File: src/rtl/ad7276_capture.sv
// ad7276_capture
//   Serial capture front end for one AD7276 12-bit ADC. A programmable period
//   counter triggers a conversion every i_sample_period+1 clocks. Each trigger
//   drives one 16-bit cs_n/sclk frame, shifts the frame in MSB-first, keeps the
//   12 data bits and offers them on a valid/ready output to the decimator.
//
// Ports
//   i_clk              system clock, rising edge
//   i_rst              synchronous active-high reset
//   i_enable           1 = run periodic conversions
//   i_sample_period    conversion period minus one, in clocks (used live)
//   i_sdata            ADC serial data (already synchronised)
//   o_cs_n             ADC chip select, registered
//   o_sclk             ADC serial clock, registered, idles high
//   o_out_data         captured sample
//   o_out_data_valid   o_out_data holds a sample not yet accepted
//   i_out_data_ready   consumer accepts when valid && ready
//   o_overrun          one-cycle pulse: an unaccepted sample was overwritten
//
// state      | meaning
// S_IDLE     | cs_n high, waiting for a trigger or a pending trigger
// S_CS_SETUP | cs_n low, sclk high for CLK_DIV clocks before the first edge
// S_SHIFT    | 16 sclk periods, CLK_DIV clocks low then CLK_DIV clocks high
// S_QUIET    | cs_n high for QUIET_CYCLES clocks before the next frame
module ad7276_capture #(
  parameter int DATA_WIDTH     = 12,
  parameter int DATA_REG_WIDTH = 32,
  parameter int CLK_DIV        = 2,
  parameter int QUIET_CYCLES   = 4
) (
  input  logic                      i_clk,
  input  logic                      i_rst,
  input  logic                      i_enable,
  input  logic [DATA_REG_WIDTH-1:0] i_sample_period,
  input  logic                      i_sdata,
  output logic                      o_cs_n,
  output logic                      o_sclk,
  output logic [DATA_WIDTH-1:0]     o_out_data,
  output logic                      o_out_data_valid,
  input  logic                      i_out_data_ready,
  output logic                      o_overrun
);

  localparam int FRAME_BITS = 16;
  // Only frame bits [13:0] are ever needed; the two leading zeros fall off the top.
  localparam int SHREG_W    = DATA_WIDTH + 2;
  localparam int DIV_MAX    = (CLK_DIV > QUIET_CYCLES) ? CLK_DIV : QUIET_CYCLES;
  localparam int DIV_W      = $clog2(DIV_MAX + 1);

  localparam logic [DIV_W-1:0] DIV_LAST   = DIV_W'(CLK_DIV - 1);
  localparam logic [DIV_W-1:0] QUIET_LAST = DIV_W'(QUIET_CYCLES - 1);
  localparam logic [3:0]       BIT_LAST   = 4'(FRAME_BITS - 1);

  typedef enum logic [1:0] {
    S_IDLE     = 2'd0,
    S_CS_SETUP = 2'd1,
    S_SHIFT    = 2'd2,
    S_QUIET    = 2'd3
  } state_t;

  state_t                    r_state;
  logic [DIV_W-1:0]          r_div;
  logic                      r_phase;      // 0 = sclk low half, 1 = sclk high half
  logic [3:0]                r_bit;
  logic [DATA_REG_WIDTH-1:0] r_period_cnt;
  logic                      r_pending;
  logic [SHREG_W-1:0]        r_shreg;
  logic                      r_cs_n;
  logic                      r_sclk;
  logic [DATA_WIDTH-1:0]     r_out_data;
  logic                      r_out_valid;
  logic                      r_overrun;

  state_t                    w_state_nxt;
  logic [DIV_W-1:0]          w_div_nxt;
  logic                      w_phase_nxt;
  logic [3:0]                w_bit_nxt;
  logic                      w_trig;
  logic                      w_start;
  logic                      w_cs_n_nxt;
  logic                      w_sclk_nxt;
  logic                      w_shift_en;
  logic                      w_load;

  // >= rather than == so a shrinking period never strands the counter above it.
  assign w_trig  = i_enable && (r_period_cnt >= i_sample_period);
  // Gating pending with enable keeps a dropped enable from starting one more frame.
  assign w_start = w_trig || (r_pending && i_enable);

  always_ff @(posedge i_clk) begin
    if (i_rst) begin
      r_period_cnt <= '0;
    end else if (!i_enable || w_trig) begin
      r_period_cnt <= '0;
    end else begin
      r_period_cnt <= r_period_cnt + 1'b1;
    end
  end

  // In IDLE any trigger/pending is consumed by the frame start; a trigger that
  // coincides with an already pending one is dropped.
  always_ff @(posedge i_clk) begin
    if (i_rst || !i_enable) begin
      r_pending <= 1'b0;
    end else if (r_state == S_IDLE) begin
      r_pending <= 1'b0;
    end else if (w_trig) begin
      r_pending <= 1'b1;
    end
  end

  // State register
  always_ff @(posedge i_clk) begin
    if (i_rst) begin
      r_state <= S_IDLE;
      r_div   <= '0;
      r_phase <= 1'b0;
      r_bit   <= '0;
    end else begin
      r_state <= w_state_nxt;
      r_div   <= w_div_nxt;
      r_phase <= w_phase_nxt;
      r_bit   <= w_bit_nxt;
    end
  end

  // Next-state logic
  always_comb begin
    w_state_nxt = r_state;
    w_div_nxt   = r_div;
    w_phase_nxt = r_phase;
    w_bit_nxt   = r_bit;
    case (r_state)
      S_IDLE: begin
        w_div_nxt   = '0;
        w_phase_nxt = 1'b0;
        w_bit_nxt   = '0;
        if (w_start) begin
          w_state_nxt = S_CS_SETUP;
        end
      end
      S_CS_SETUP: begin
        if (r_div == DIV_LAST) begin
          w_state_nxt = S_SHIFT;
          w_div_nxt   = '0;
          w_phase_nxt = 1'b0;
          w_bit_nxt   = '0;
        end else begin
          w_div_nxt = r_div + 1'b1;
        end
      end
      S_SHIFT: begin
        if (r_div == DIV_LAST) begin
          w_div_nxt = '0;
          if (!r_phase) begin
            w_phase_nxt = 1'b1;
          end else if (r_bit == BIT_LAST) begin
            w_state_nxt = S_QUIET;
          end else begin
            w_phase_nxt = 1'b0;
            w_bit_nxt   = r_bit + 1'b1;
          end
        end else begin
          w_div_nxt = r_div + 1'b1;
        end
      end
      S_QUIET: begin
        if (r_div == QUIET_LAST) begin
          w_state_nxt = S_IDLE;
          w_div_nxt   = '0;
        end else begin
          w_div_nxt = r_div + 1'b1;
        end
      end
      default: begin
        w_state_nxt = S_IDLE;
      end
    endcase
  end

  // Output decode. cs_n/sclk are decoded from the next state so the registered
  // pins line up with the state they belong to.
  always_comb begin
    w_cs_n_nxt = (w_state_nxt == S_IDLE) || (w_state_nxt == S_QUIET);
    w_sclk_nxt = (w_state_nxt == S_SHIFT) ? w_phase_nxt : 1'b1;
    // Sample on the last clock of each low half, the clock that raises sclk.
    w_shift_en = (r_state == S_SHIFT) && !r_phase && (r_div == DIV_LAST);
    // Leaving SHIFT: all 16 bits are in, so the sample is ready on the first QUIET clock.
    w_load     = (r_state == S_SHIFT) && r_phase && (r_div == DIV_LAST) && (r_bit == BIT_LAST);
  end

  always_ff @(posedge i_clk) begin
    if (i_rst) begin
      r_cs_n  <= 1'b1;
      r_sclk  <= 1'b1;
      r_shreg <= '0;
    end else begin
      r_cs_n <= w_cs_n_nxt;
      r_sclk <= w_sclk_nxt;
      if (w_shift_en) begin
        r_shreg <= {r_shreg[SHREG_W-2:0], i_sdata};
      end
    end
  end

  always_ff @(posedge i_clk) begin
    if (i_rst) begin
      r_out_data  <= '0;
      r_out_valid <= 1'b0;
      r_overrun   <= 1'b0;
    end else begin
      r_overrun <= 1'b0;
      if (w_load) begin
        r_out_data  <= r_shreg[DATA_WIDTH+1:2];
        r_out_valid <= 1'b1;
        // Accepted-and-replaced in the same clock is not an overrun.
        r_overrun   <= r_out_valid && !i_out_data_ready;
      end else if (r_out_valid && i_out_data_ready) begin
        r_out_valid <= 1'b0;
      end
    end
  end

  assign o_cs_n           = r_cs_n;
  assign o_sclk           = r_sclk;
  assign o_out_data       = r_out_data;
  assign o_out_data_valid = r_out_valid;
  assign o_overrun        = r_overrun;

endmodule
File: config.mk
export PLATFORM = sky130hd
export DESIGN_NAME = ad7276_capture
export DESIGN_NICKNAME = d
export VERILOG_FILES = /design/src/rtl/ad7276_capture.sv
export SDC_FILE = /design/constraint.sdc
export NUM_CORES = 1
export LEC_CHECK = 0
export BUFFER_PORTS_ARGS = -buffer_cell sky130_fd_sc_hd__buf_2
export CAP_MARGIN = 20
export CORE_MARGIN = 2
export CORE_UTILIZATION = 49
export CTS_BUF_LIST = sky130_fd_sc_hd__clkbuf_16
export DETAILED_ROUTE_END_ITERATION = 12
export GPL_TIMING_DRIVEN = 0
export HOLD_SLACK_MARGIN = 0.02
export PLACE_DENSITY = 0.8
export SYNTH_ARGS = -nofsm -noshare
export SYNTH_HDL_FRONTEND = slang
export SYNTH_SLANG_ARGS = --single-unit
File: constraint.sdc
create_clock -name i_clk -period 3.7 [get_ports i_clk]
set_input_delay 0.74 -clock i_clk [delete_from_list [all_inputs] [get_ports i_clk]]
set_output_delay 0.74 -clock i_clk [all_outputs]
set_load 0.05 [all_outputs]
==> insert_results.sql, run 1 <==
INSERT INTO impl_metrics (metric_group, metric, value, unit) VALUES
('global_routing', 'grt_pass1_wl', '13940', 'um'),
('layout', 'multiInputGateArea', '2360', 'sq um'),
('floorplanning', 'io_pins', '53', ''),
('layout', 'instances_no_fill', '644', ''),
('critical_path', 'cpLargestDelayFamily', 'simple AND/OR/NAND/NOR gates', ''),
('global_routing', 'via_count_of_the_first_global_routing_pass', '3269', ''),
('sta', 'final_min_period_over_clock_period', '80.14', '%'),
('layout', 'n_fill_cell', '688', ''),
('power_and_ir_drop', 'clockPowerShare', '48.8', '%'),
('sta', 'fin_hold_ws', '452.7', 'ps'),
('drt', 'remaining_drc_errors', '0', ''),
('clock_tree', 'numCtsBuffers', '9', ''),
('floorplanning', 'floorplan.core_area', '8134', 'sq um'),
('power_and_ir_drop', 'power.switching_fraction', '24.31', '%'),
('synthesis', 'synthMostInstantiatedCell', 'nand2_1', ''),
('placement', 'placedCellCount', '628', ''),
('critical_path', 'crit_path_start_kind', 'input pin', ''),
('drt', 'detail_routed_net_length_per_standard_cell', '12.49', 'um'),
('outcome', 'status', 'completed', ''),
('floorplanning', 'die_height', '95.34', 'um'),
('critical_path', 'setup.worst_path.class', 'input pin to register', ''),
('floorplanning', 'dieArea', '9089', 'sq um'),
('layout', 'area_growth_syn_to_layout', '16.56', '%'),
('clock_tree', 'cts-root-buf', 'clkbuf_16', ''),
('drt', 'dr_total_vias', '3300', ''),
('min_path', 'timing.hold.worst_endpoint', 'o_out_data[11]$_SDFFE_PP0P_', ''),
('drt', 'final_antenna_net_count', '0', ''),
('global_routing', 'globalRoute.totalOverflow', '0', ''),
('sta', 'setup_repair_after_global_routing_missed_its_margin', 'no', ''),
('power_and_ir_drop', 'leakage_power_of_the_design', '2.006', 'nW'),
('clock_tree', 'post_cts_resize_count', '0', ''),
('layout', 'drive_gt1_share', '20.59', '%'),
('critical_path', 'worst_ep_required_time', '3920', 'ps'),
('sta', 'fmax', '337.2', 'MHz'),
('sta', 'worstMarginPinSlew', '659.7', 'ps'),
('placement', 'globalplace.congestion', '0.8129', ''),
('global_routing', 'grt_max_degree', '16', ''),
('drt', 'drt_first_pass_iters', '4', ''),
('critical_path', 'r2r_cells', '9', ''),
('critical_path', 'crit_fanout', '5', ''),
('synthesis', 'yosys_register_bits', '73', ''),
('power_and_ir_drop', 'power_density', '357.4', 'nW/um^2'),
('critical_path', 'critical_path_cell_count', '11', ''),
('synthesis', 'syn_area_per_cell', '8.679', 'sq um'),
('synthesis', 'synth_top_cell_area_share', '35.75', '%'),
('global_routing', 'initial_antenna_violation_count', '0', ''),
('synthesis', 'async_flop_share', '0', '%'),
('synthesis', 'post_synthesis_cell_area', '4088', 'sq um'),
('power_and_ir_drop', 'internal_power_contribution', '1.289', 'mW'),
('synthesis', 'synth_top_cell_by_area', 'dfxtp_1', ''),
('critical_path', 'crit_path_cell_trace', 'buf_2 -> inv_1 -> ha_1 -> nand2_1 -> nor4_1 -> o311ai_1 -> a31oi_1 -> nor3_1 -> o21a_1 -> ha_1 -> or2_2', ''),
('power_and_ir_drop', 'power_consumption', '1.703', 'mW'),
('layout', 'postLayoutCoreUtil', '58.58', '%'),
('min_path', 'hp-start', 'o_out_data[11]$_SDFFE_PP0P_', ''),
('floorplanning', 'die_x', '95.34', 'um'),
('clock_tree', 'clock_tree_from_tritoncts', 'done', ''),
('clock_tree', 'clk-insertion-delay-late', '330', 'ps'),
('synthesis', 'yosys_warnings', '0', ''),
('synthesis', 'synth_cell_type_count', '45', ''),
('placement', 'dp_hpwl', '5927', 'um'),
('power_and_ir_drop', 'pwr-share-comb', '5.0', '%'),
('sta', 'slew_violations', '0', ''),
('clock_tree', 'worst_setup_hold_path_clk_slew', '70', 'ps'),
('sta', 'post-route-min-period', '2965', 'ps'),
('floorplanning', 'num_rows', '33', ''),
('power_and_ir_drop', 'pwr-share-seq', '46.3', '%'),
('sta', 'clock_skew', '6.758', 'ps'),
('synthesis', 'postSynthNetCount', '551', ''),
('critical_path', 'cp_common_cell', 'ha_1', ''),
('critical_path', 'reg2reg_from', 'r_period_cnt[15]$_SDFF_PP0_', ''),
('critical_path', 'critPathBufInv', '2', '');
==> per-layer routing <==
metal	track usage [%]	vias to the layer above	routed length (um)
met4	6.522	0	78
met5	0	-	0
met2	34.98	54	4007
met3	3.557	9	313
li1	-	1704	-
met1	22.52	1533	3644
==> final cells by class <==
| type | count | share of cell area (%) |
|---|---|---|
| repair buffers | 52 | 5.462 |
| plain buffers | 14 | 2.285 |
| well taps | 105 | 2.757 |
| multi-input cells | 342 | 49.53 |
| clock inverters | 7 | 1.261 |
| flip-flops and latches | 73 | 30.67 |
| clock buffers | 9 | 4.727 |
| inverters | 42 | 3.309 |
==> worst register-to-register path, cell delays in order, from the launching register on <==
cell and delay [ps]:
dfxtp_1 370, ha_1 360, nand2_1 110, nor4_1 420, o311ai_1 210, a31oi_1 330
nor3_1 170, o21a_1 210, ha_1 280, or2_2 270
==> cells by family (layout without fill, tap and decap cells) <==
family | Yosys count | count (layout) | share of synthesized area [%]
flip-flops | 73 | 73 | 35.75
AO/OA/AOI/OAI | 69 | 69 | 10.29
buffers and inverters | 56 | 124 | 6.520
multiplexers | 1 | 1 | 0.2755
XOR/XNOR | 32 | 32 | 6.856
adder cells (fa/ha/maj) | 43 | 43 | 13.16
AND/OR/NAND/NOR | 197 | 197 | 27.15
==> cells in the final DEF (no fill, tap or decap), types with 2 or more instances in the layout <==
cell type / count
a21oi_2: 2
a21o_1: 2
xnor2_1: 12
buf_2: 52
inv_6: 3
nor2b_1: 3
clkinvlp_4: 3
clkbuf_1: 10
or2_2: 2
nand2b_1: 5
and3_1: 12
inv_1: 42
nand4_1: 9
nor2_4: 28
nor2_2: 2
nor3_1: 7
nand3_1: 15
xor2_1: 20
dfxtp_1: 73
nor4_1: 2
o21ai_0: 6
and4_1: 4
ha_1: 43
clkbuf_16: 9
buf_12: 3
nand2_1: 79
nor3_2: 2
a21oi_1: 44
nor2_1: 24
==> registers in the layout, indices dropped and copies added (netlist names) <==
signal and count:
r_period_cnt 32, r_bit 4, o_overrun 1, o_sclk 1, o_out_data_valid 1, o_cs_n 1
r_pending 1, r_shreg 14, r_phase 1, o_out_data 12, r_div 3, r_state 2
==> worst max-delay path by stage <==
stage | from | end | slack, ps
floorplan | i_sample_period[19] | o_cs_n$_SDFF_PP1_ | 860
global placement | i_sample_period[15] | o_cs_n$_SDFF_PP1_ | 370
detailed placement | i_sample_period[15] | o_cs_n$_SDFF_PP1_ | 370
CTS | i_sample_period[15] | o_cs_n$_SDFF_PP1_ | 700
global route | i_sample_period[15] | o_cs_n$_SDFF_PP1_ | 460
finish | i_sample_period[15] | o_cs_n$_SDFF_PP1_ | 730
==> through the flow <==
stage / setup slack, ps / area [sq um]
after floorplan: 864.3 / 4088
after global placement: 368.8 / 4479
after detailed placement: 368.3 / 4479
after CTS: 702.5 / 4765
after global routing: 457.9 / 4765
final: 734.8 / 4765
==> power by group through the flow <==
| stage | sequential, mW | clock [mW] | combinational [mW] |
|---|---|---|---|
| 6_report | 0.788 | 0.830 | 0.0844 |
| 4_1_cts | 0.788 | 0.844 | 0.0861 |
| 2_1_floorplan | 0.805 | 0 | 0.0554 |
| 5_1_grt | 0.788 | 0.875 | 0.0967 |
| 3_3_place_gp | 0.806 | 0 | 0.0822 |
| 3_5_place_dp | 0.806 | 0 | 0.0852 |
Note: power is estimated with default switching activity, not from simulation.
==> inputs of run 2 (changes only) <==
- PLACE_DENSITY: 0.8 -> 0.83
- clock period: 3.7 -> 2.7 ns (I/O delays scaled with it)
==> run 2 against run 1 <==
Clock power grew 36%. Critical path depth decreased by 2. Core utilization increased by 0.66 points. Setup slack got worse by 640 ps. Non-clock buffer count increased by 2. Flip-flop and latch count unchanged. Combinational power rose by 42%.
==> insert_results.sql, run 2 (synthesized netlist as in run 1, its figures left out) <==
INSERT INTO impl_metrics (metric_group, metric, value, unit) VALUES
('layout', 'largest_register_ffs', '32', ''),
('critical_path', 'cp_slowest_stage_delay', '400', 'ps'),
('clock_tree', 'cts.sink_count', '73', ''),
('layout', 'antenna_cells_inserted', '0', ''),
('critical_path', 'crit_path_cell_trace', 'ha_1 -> nand2_1 -> nor4_2 -> a22oi_1 -> a31oi_2 -> nor3_4 -> o21a_1 -> ha_1 -> or2_2', ''),
('sta', 'slew_violations', '0', ''),
('sta', 'post-route-min-period', '2601', 'ps'),
('power_and_ir_drop', 'power_consumption', '2.328', 'mW'),
('critical_path', 'critical_path.slowest_cell', 'nor4_2', ''),
('layout', 'drive_gt1_share', '22.00', '%'),
('global_routing', 'grt_usage', '18.58', '%'),
('drt', 'drt_first_pass_iters', '5', ''),
('critical_path', 'crit_path_start_kind', 'register', ''),
('sta', 'final_min_period_over_clock_period', '96.34', '%'),
('global_routing', 'grt_max_degree', '16', ''),
('critical_path', 'crit_fanout', '5', ''),
('clock_tree', 'max_root_sink_buffers', '2', ''),
('drt', 'dr_total_vias', '3363', ''),
('floorplanning', 'dieArea', '9089', 'sq um'),
('job', 'max_cap_violations', '0', ''),
('power_and_ir_drop', 'leakage_power_of_the_design', '2.018', 'nW'),
('layout', 'layout.cells.most_common', 'nand2_1', ''),
('clock_tree', 'numCtsBuffers', '9', ''),
('floorplanning', 'num_rows', '33', ''),
('min_path', 'hold_path.class', 'register to register', ''),
('sta', 'clock_skew', '5.986', 'ps'),
('critical_path', 'end_kind', 'register', ''),
('floorplanning', 'effective_utilization_at_floorplan', '50.25', '%'),
('clock_tree', 'worst_setup_hold_path_clk_slew', '60', 'ps'),
('layout', 'layout_common_cells', 'nand2_1, dfxtp_1, buf_2, a21oi_1, ha_1', ''),
('sta', 'fmax', '384.5', 'MHz'),
('critical_path', 'cp_common_cell', 'ha_1', ''),
('layout', 'area_growth_syn_to_layout', '17.88', '%'),
('sta', 'finalSetupViolCount', '0', ''),
('layout', 'finalNetCount', '616', ''),
('clock_tree', 'clk-insertion-delay-late', '330', 'ps'),
('floorplanning', 'die_x', '95.34', 'um'),
('min_path', 'timing.hold.worst_path_depth', '2', ''),
('clock_tree', 'post_cts_hold_fix_bufs', '0', ''),
('placement', 'port_buffers', '52', ''),
('clock_tree', 'cts-root-buf', 'clkbuf_16', ''),
('global_routing', 'initial_antenna_violation_count', '0', ''),
('sta', 'worstMarginPinSlew', '734.3', 'ps'),
('critical_path', 'critPathBufInv', '0', ''),
('power_and_ir_drop', 'power_density', '483.2', 'nW/um^2'),
('sta', 'timing.slew.headroom', '50.67', '%'),
('critical_path', 'critical_path_cell_count', '9', ''),
('critical_path', 'worstPathArrival', '2810', 'ps'),
('layout', 'instances_no_fill', '646', ''),
('global_routing', 'grt_pass1_wl', '13460', 'um'),
('clock_tree', 'clock_tree_from_tritoncts', 'done', ''),
('placement', 'dp_hpwl', '5982', 'um'),
('layout', 'postLayoutCoreUtil', '59.24', '%'),
('drt', 'vias_per_cell', '5.206', ''),
('placement', 'globalplace.congestion', '0.8042', ''),
('drt', 'remaining_drc_errors', '0', ''),
('drt', 'detail_routed_net_length_per_standard_cell', '12.63', 'um'),
('critical_path', 'r2r_cells', '9', ''),
('drt', 'drtIter0Drc', '51', ''),
('power_and_ir_drop', 'peak_ir_drop_on_the_vdd_network', '0.0003424', 'V'),
('floorplanning', 'io_pins', '53', ''),
('floorplanning', 'die_height', '95.34', 'um'),
('outcome', 'status', 'completed', ''),
('drt', 'total_length_of_routed_wires', '8157', 'um'),
('sta', 'finalHoldViolations', '0', ''),
('clock_tree', 'cts-htree-levels', '3', ''),
('critical_path', 'setup.worst_path.class', 'register to register', ''),
('placement', 'placedCellCount', '628', ''),
('floorplanning', 'floorplan.core_area', '8134', 'sq um'),
('drt', 'final_antenna_net_count', '0', ''),
('critical_path', 'cpLargestDelayFamily', 'simple AND/OR/NAND/NOR gates', ''),
('global_routing', 'via_count_of_the_first_global_routing_pass', '3245', ''),
('global_routing', 'globalRoute.totalOverflow', '0', ''),
('critical_path', 'worst_ep_required_time', '2910', 'ps'),
('layout', 'regMostFlops', 'r_period_cnt', '');
==> run 2: cell types whose count changed in the layout (fill, tap and decap cells not counted), moves of 2 or more <==
cell,delta
buf_4,+2
nor4_1,-2
nor4_2,+2
o21ai_0,-2
o21ai_1,+2
==> run 2: layer usage <==
| metal | vias up | GRT usage (%) | wire length [um] |
|---|---|---|---|
| met2 | 67 | 33.86 | 4098 |
| met1 | 1582 | 21.47 | 3678 |
| met3 | 8 | 4.032 | 318 |
| met4 | 0 | 6.039 | 61 |
| met5 | - | 0 | 0 |
| li1 | 1706 | - | - |
==> run 2: report_power, final <==
part           switching [mW]  internal (mW)  leakage, nW  total (mW)
clock                   0.490          0.638        0.131        1.13
sequential            0.00187           1.08        0.589        1.08
combinational          0.0696         0.0509         1.30       0.120
total                   0.561           1.77         2.02        2.33
==> run 2: through the flow <==
stage | worst slack, ps | area (sq um) | hold WS, ps | setup TNS [ps]
6_report | 98.89 | 4818 | 451.4 | 0
3_3_place_gp | -302.6 | 4479 | 431.9 | -312.4
2_1_floorplan | 64.26 | 4088 | 421.4 | 0
4_1_cts | 28.52 | 4776 | 446.1 | 0
5_1_grt | -29.40 | 4818 | 455.6 | -35.21
3_5_place_dp | -327.2 | 4479 | 441.6 | -639.3
==> run 2: final cells by class <==
class | instances | area (sq um)
plain buffers | 14 | 108.9
clock buffers | 9 | 225.2
clock inverters | 7 | 60.06
fillers | 692 | 3316
inverters | 42 | 157.7
multi-input cells | 342 | 2397
flip-flops and latches | 73 | 1463
well taps | 105 | 131.4
repair buffers | 54 | 275.3
==> run 2: worst reg2reg max path, delay by kind of cell (launching register included) <==
kind	cells	cell delay, ps
DFF	1	340
adders and majority gates	2	590
and+or+nand+nor	4	870
AOI/OAI and AO/OA	3	690
==> run 2: final timing paths <==
kind | start | end | slack, ps
setup / recovery | r_period_cnt[13]$_SDFF_PP0_ | o_cs_n$_SDFF_PP1_ | 100
hold / removal | r_shreg[0]$_SDFFE_PP0P_ | r_shreg[1]$_SDFFE_PP0P_ | 450
setup reg to reg | r_period_cnt[13]$_SDFF_PP0_ | o_cs_n$_SDFF_PP1_ | 100
hold reg to reg | r_shreg[0]$_SDFFE_PP0P_ | r_shreg[1]$_SDFFE_PP0P_ | 450
==> run 2: timing repair <==
action | 4_1_cts | 5_1_grt
setup endpoints to repair | 1 | 1
gates resized for setup | 2 | 7
pin swaps | 0 | 3
cloned | 0 | 0
buffers inserted | 0 | 2
